==> config.mk <==
export PLATFORM = sky130hd
export DESIGN_NAME = countdown_timer
export DESIGN_NICKNAME = d
export VERILOG_FILES = /design/src/rtl/countdown_timer.sv
export SDC_FILE = /design/constraint.sdc
export NUM_CORES = 1
export LEC_CHECK = 0
export ABC_AREA = 0
export BUFFER_PORTS_ARGS = -buffer_cell sky130_fd_sc_hd__buf_2
export CORE_ASPECT_RATIO = 0.8
export CORE_UTILIZATION = 50
export CTS_BUF_LIST = sky130_fd_sc_hd__clkbuf_8
export CTS_CLUSTER_DIAMETER = 50
export DETAILED_ROUTE_END_ITERATION = 10
export GPL_TIMING_DRIVEN = 0
export PLACE_DENSITY = 0.71
export SKIP_CTS_REPAIR_TIMING = 1
export SYNTH_ARGS = -nofsm -noshare
export SYNTH_HDL_FRONTEND = slang
export SYNTH_SLANG_ARGS = --single-unit
==> constraint.sdc <==
create_clock -name clk -period 4.4 [get_ports clk]
set_input_delay 0.44 -clock clk [delete_from_list [all_inputs] [get_ports clk]]
set_output_delay 0.44 -clock clk [all_outputs]
set_load 0.05 [all_outputs]
==> src/rtl/countdown_timer.sv <==
// Loadable MM:SS BCD countdown timer with run/pause, expiry pulse and done level.
// Digit outputs follow the HEX0..HEX3 4-bit-per-digit convention of the stopwatch.
module countdown_timer #(
  parameter int TICKS_PER_SEC = 50000000
) (
  input  logic        clk,
  input  logic        reset,
  input  logic        load,
  input  logic [15:0] load_val,
  input  logic        run,
  output logic [3:0]  HEX0,
  output logic [3:0]  HEX1,
  output logic [3:0]  HEX2,
  output logic [3:0]  HEX3,
  output logic        running,
  output logic        done,
  output logic        expired
);

  localparam int PW = (TICKS_PER_SEC > 1) ? $clog2(TICKS_PER_SEC) : 1;
  localparam logic [PW-1:0] TMAX = PW'(TICKS_PER_SEC - 1);

  typedef enum logic [1:0] {IDLE, COUNT, HOLD, DONE} state_t;

  state_t        state;
  logic [PW-1:0] presc;
  logic          tick;
  logic          at_one;
  logic          is_zero;
  logic [15:0]   digits;
  logic [15:0]   dec;

  function automatic logic [15:0] clamp_bcd(input logic [15:0] v);
    logic [15:0] r;
    r[15:12] = (v[15:12] > 4'd5) ? 4'd5 : v[15:12];
    r[11:8]  = (v[11:8]  > 4'd9) ? 4'd9 : v[11:8];
    r[7:4]   = (v[7:4]   > 4'd5) ? 4'd5 : v[7:4];
    r[3:0]   = (v[3:0]   > 4'd9) ? 4'd9 : v[3:0];
    return r;
  endfunction

  always_comb begin
    digits  = {HEX3, HEX2, HEX1, HEX0};
    tick    = (state == COUNT) && run && (presc == TMAX);
    at_one  = (digits == 16'h0001);
    is_zero = (digits == 16'h0000);
  end

  // BCD borrow chain; 00:00 is never decremented, so no underflow handling.
  always_comb begin
    dec = digits;
    if (HEX0 != 4'd0) begin
      dec[3:0] = HEX0 - 4'd1;
    end else begin
      dec[3:0] = 4'd9;
      if (HEX1 != 4'd0) begin
        dec[7:4] = HEX1 - 4'd1;
      end else begin
        dec[7:4] = 4'd5;
        if (HEX2 != 4'd0) begin
          dec[11:8] = HEX2 - 4'd1;
        end else begin
          dec[11:8]  = 4'd9;
          dec[15:12] = HEX3 - 4'd1;
        end
      end
    end
  end

  always_ff @(posedge clk or posedge reset) begin
    if (reset) begin
      state   <= IDLE;
      presc   <= '0;
      {HEX3, HEX2, HEX1, HEX0} <= '0;
      running <= 1'b0;
      done    <= 1'b0;
      expired <= 1'b0;
    end else begin
      expired <= 1'b0;
      if (load) begin
        {HEX3, HEX2, HEX1, HEX0} <= clamp_bcd(load_val);
        presc   <= '0;
        state   <= IDLE;
        running <= 1'b0;
        done    <= 1'b0;
      end else begin
        case (state)
          IDLE: begin
            if (run && !is_zero) begin
              state   <= COUNT;
              running <= 1'b1;
            end
          end
          COUNT: begin
            if (!run) begin
              state   <= HOLD;
              running <= 1'b0;
            end else if (tick) begin
              presc <= '0;
              {HEX3, HEX2, HEX1, HEX0} <= dec;
              if (at_one) begin
                state   <= DONE;
                running <= 1'b0;
                done    <= 1'b1;
                expired <= 1'b1;
              end
            end else begin
              presc <= presc + 1'b1;
            end
          end
          HOLD: begin
            if (run) begin
              state   <= COUNT;
              running <= 1'b1;
            end
          end
          DONE: ;
          default: state <= IDLE;
        endcase
      end
    end
  end

endmodule

### After elaboration in Yosys (flattened, before gate mapping)

Cells that the tools add are included.

* $add $sub $neg: 5
* order comparisons: 4
* eq/ne operators: 11
* muxes and demuxes: 54
* reduce and logical (&&, ||, !) cells: 21

Operators with widths (count)
* $mux 26: 4
* $mux 4: 24
* $add 26x1->26 const B: 1
* $eq 26x26->1 const B: 1
* $eq 16x1->1 const B: 1
* $logic_not 16->1: 1
* $mux 1: 16
* $reduce_bool 4->1: 4
* $sub 4x1->4 const B: 4
* $mux 12: 1
* $mux 2: 6
* $reduce_and 5->1: 2
* $gt 4x3->1 const B: 2
* $gt 4x4->1 const B: 2
* $mux 8: 1
* $ne 4x4->1 const B: 2
* $reduce_and 4->1: 2
* $reduce_bool 2->1: 4
* $ne 2x2->1 const B: 3
* $ne 3x3->1 const B: 2
* $pmux 2 s3: 1
* $reduce_and 6->1: 1
* $logic_and 1x1->1: 3
* $pmux 1 s3: 1
* other kinds (6): 6

* flip-flop bits (word level): 47
* bits of input ports: 20
* output and inout port bits: 19
* word-level logic and storage cells: 104

### Logic depth before layout (Yosys ltp)

* word-level depth: 8
* mapped depth: 7

### Worst setup path before layout

Ideal clock, no wire load.

* kind: register to register
* from: reg HEX1[2]
* to: reg HEX3[0]
* data arrival time: 2.226 ns
* data required time: 4.328 ns
* setup slack: 2.102 ns
* cell stages (with the launch flop): 8
* clock period less this slack: 2.298 ns
* cell sequence: dfrtp_1 -> or4_1 -> buf_2 -> nor4_1 -> and4_1 -> buf_4 -> mux2_1 -> nor2_1

* longest elaborated chain between the ends: 3

Ends and longest elaborated chain
* start: declaration: line 12 `output logic [3:0] HEX1,`
* start signal: assignment: line 81 `{HEX3, HEX2, HEX1, HEX0} <= clamp_bcd(load_val);`
* $reduce_bool 4->1: line 56 `if (HEX1 != 4'd0) begin`
* $ne 2x2->1 (no line)
* $reduce_and 6->1 (no line)
* end signal: assignment: line 81
* end: declaration: line 14 `output logic [3:0] HEX3,`

No other way between the ends.
A chain may end at the register's enable or synchronous reset.

### Worst setup path in the final report

Same ends and word-level chain as after synthesis.

==> impl_metrics.ini <==
[synthesis]
synthMuxAreaShare_pct = 2.73
seq_area_frac_synth_pct = 41.4
synthXorXnorAreaFrac_pct = 6.17
synth_nets = 344
synth-seq-cells = 47
synth_edf_count = 0
synth_warnings = 0
async_flop_share_pct = 100
avgSynthCellArea_sq_um = 8.85
synth_simple_gate_area_share_pct = 33.0
ys_dominant_reg_cell = dfrtp_1
synth_top_family_by_area = simple AND/OR/NAND/NOR gates
synth_compound_area_share_pct = 11.5
synth_cell_types = 57
syn_inst = 321
synth_area_sq_um = 2840
synthAdderAreaFrac_pct = 1.32

[timing]
fmax_mhz = 440
hold_viol = 0
skew_ns = 0.00970
slew_viol_final = 0
postLayoutSetupSlackWorst_ns = 2.13
post-route-period-util_pct = 51.7
fin_crit_ns = 2.27
setup_viol = 0
setup_tns_ns = 0
slew_headroom_pct = 50.2
rsz0062_at_grt = no
worst_pin_slew_ns = 0.746

[layout]
layout.nets = 389
n_antenna_cell = 0
synthToLayoutAreaGrowth_pct = 14.3
fillCellCount = 494
drive_gt1_share_pct = 17.5

[worst_setup_path]
end_kind = register
arrival_ns = 2.52
worstPathMaxFanout = 7
critical_path_class = register to register
crit_chain = or4_1, buf_2, nor4_1, and4_1, buf_4, mux2_1, nor2_1
critPathRequiredTime_ns = 4.65
cpPeakStageDelay_ns = 0.50
cp-start-kind = register
cpMaxStageDelayCell = or4_1

[place]
hpwl_mm = 4.82
portBuffers = 37
post-place-ws_ns = 2.15
gp_congestion = 0.837

[power]
ir_drop_v = 0.000145
p_leak_nw = 1.35
powerDensity_nw_per_um2 = 288

[clock_tree]
numCtsBuffers = 5
h-tree-depth = 2
cts.sinks = 47
cts_root_buf = clkbuf_8
clockBufferDepth = 2
clk_latency_ns = 0.31
path_clk_slew_ns = 0.09
cts_tree = yes

[floorplanning]
io_pins = 39
initial_core_util_pct = 52.0
die_y_microns = 69.4
coreArea_sq_um = 5470
die_x_microns = 86.3
num_rows = 24
dieArea_sq_um = 5990

[detailed_routing]
via_count = 2541
vias_per_cell = 5.72
drc = 0
ant_nets = 0
totalWireLength_mm = 6.66
drt_first_pass_iters = 5
drtIter0Drc = 230
post_drt_wl_per_cell_microns = 15.0

[grt]
track_usage_pct = 24.0
antenna_found_initial = 0
first_global_vias = 2369
grt_max_degree = 33
overflow = 0
grt_pass1_wl_mm = 11.3

[min_path]
min_path_type = primary input to asynchronous set/reset pin

[status]
status = complete, no violations

[job]
maxCapViolations = 0
-- report_power, final --
group          internal [mW]  switching, mW  leakage, nW  total [mW]
Clock                  0.165          0.152       0.0554       0.316
Sequential             0.446         0.0203        0.623       0.466
Combinational         0.0462          0.105        0.676       0.151
Total                  0.657          0.277         1.35       0.934
-- area by class of cell --
class                   instances  area, sq um  share of cell area [%]
clock inverters                 2         33.8                    1.04
flip-flops and latches         47         1180                    36.2
inverters                       9         33.8                    1.04
repair buffers                 38          205                    6.32
clock buffers                   5         68.8                    2.12
plain buffers                  17         77.6                    2.39
multi-input cells             248         1550                    47.8
well taps                      78         97.6                    3.01
-- cell usage in the layout (no fill, tap or decap), drive strengths merged, types with 11 or more instances in the layout --
master  count
buf        46
clkbuf     14
dfrtp      47
nand2      26
nand3      13
nand4      13
nor2       46
nor4       12
o21ai      11
-- metrics by stage --
stage | util [%] | std cells | hold slack [ns] | cell area, sq um | power [mW]
2_1_floorplan | - | 321 | 0.512 | 2840 | 0.579
3_3_place_gp | 57.1 | 436 | 0.500 | 3120 | 0.622
3_5_place_dp | 57.5 | 437 | 0.440 | 3140 | 0.626
4_1_cts | 59.4 | 444 | 0.108 | 3250 | 0.938
5_1_grt | 59.4 | 444 | 0.125 | 3250 | 0.973
6_report | 59.4 | 444 | 0.0943 | 3250 | 0.934
-- metal layers --
metal / global-route usage [%] / up-vias / wire length [microns]
met5: 0 / - / 0
met4: 5.74 / 0 / 37
met3: 4.29 / 4 / 348
met2: 34.7 / 64 / 2880
met1: 37.0 / 1218 / 3390
li1: - / 1255 / -
-- worst max-delay path, delay by kind of cell, from the launching register on --
family,cells,cell delay (ns)
buffers and inverters,2,0.34
AND/OR/NAND/NOR,4,1.10
multiplexers,1,0.33
flip-flops,1,0.43
-- final timing paths --
kind | start | end | slack [ns] | cells after the start
worst max-delay path | HEX1[2] | HEX3[0] | 2.13 | 7
worst min-delay path | reset | running | 0.09 | 2
worst max register to register | HEX1[2] | HEX3[0] | 2.13 | 7
worst min register to register | done | done | 0.53 | 2
max in group asynchronous | reset | presc[20] | 3.81 | 3
min in group clk | load_val[14] | HEX3[1] | 0.32 | 2
-- cells by family after synthesis --
logic type | Yosys count
simple gates | 172
compound gates | 46
buf+inv | 26
flops | 47
mux | 7
xor+xnor | 20
fa+ha+maj | 3
-- synthesized netlist by cell type (2+ instances only) --
| master | instances | share of area (%) |
|---|---|---|
| dfrtp_1 | 47 | 41 |
| nor2_1 | 46 | 6.1 |
| nand2_1 | 26 | 3.4 |
| nand3_1 | 13 | 2.3 |
| nand4_1 | 13 | 2.9 |
| nor4_1 | 11 | 2.4 |
| o21ai_0 | 11 | 1.9 |
| nor3_1 | 10 | 1.8 |
| xnor2_1 | 10 | 3.1 |
| xor2_1 | 10 | 3.1 |
| inv_1 | 9 | 1.2 |
| clkbuf_1 | 8 | 1.1 |
| nor2b_1 | 8 | 1.8 |
| buf_2 | 7 | 1.2 |
| o211ai_1 | 7 | 1.9 |
| a21oi_1 | 5 | 0.88 |
| or3_1 | 5 | 1.1 |
| or4_1 | 5 | 1.3 |
| and3_1 | 4 | 0.88 |
| mux2i_1 | 4 | 1.4 |
| nor3b_1 | 4 | 1.1 |
| a211oi_1 | 3 | 0.79 |
| a31oi_1 | 3 | 0.66 |
| and2_1 | 3 | 0.66 |
| ha_1 | 3 | 1.3 |
| nand3b_1 | 3 | 0.79 |
| o31a_1 | 3 | 0.93 |
| or2_2 | 3 | 0.66 |
| a2111oi_0 | 2 | 0.62 |
| and3b_1 | 2 | 0.62 |
| and4_1 | 2 | 0.62 |
| nand2b_1 | 2 | 0.44 |
| nor4b_1 | 2 | 0.62 |
| nor4bb_1 | 2 | 0.70 |
| o311ai_0 | 2 | 0.62 |
| or2_1 | 2 | 0.44 |
-- sequential cells by signal, summed over array words and instances, names as in the netlist --
name	count
running	1
expired	1
HEX1	4
HEX3	4
state	2
HEX0	4
HEX2	4
done	1
presc	26
No activity file was read; power rests on OpenSTA's default activity.
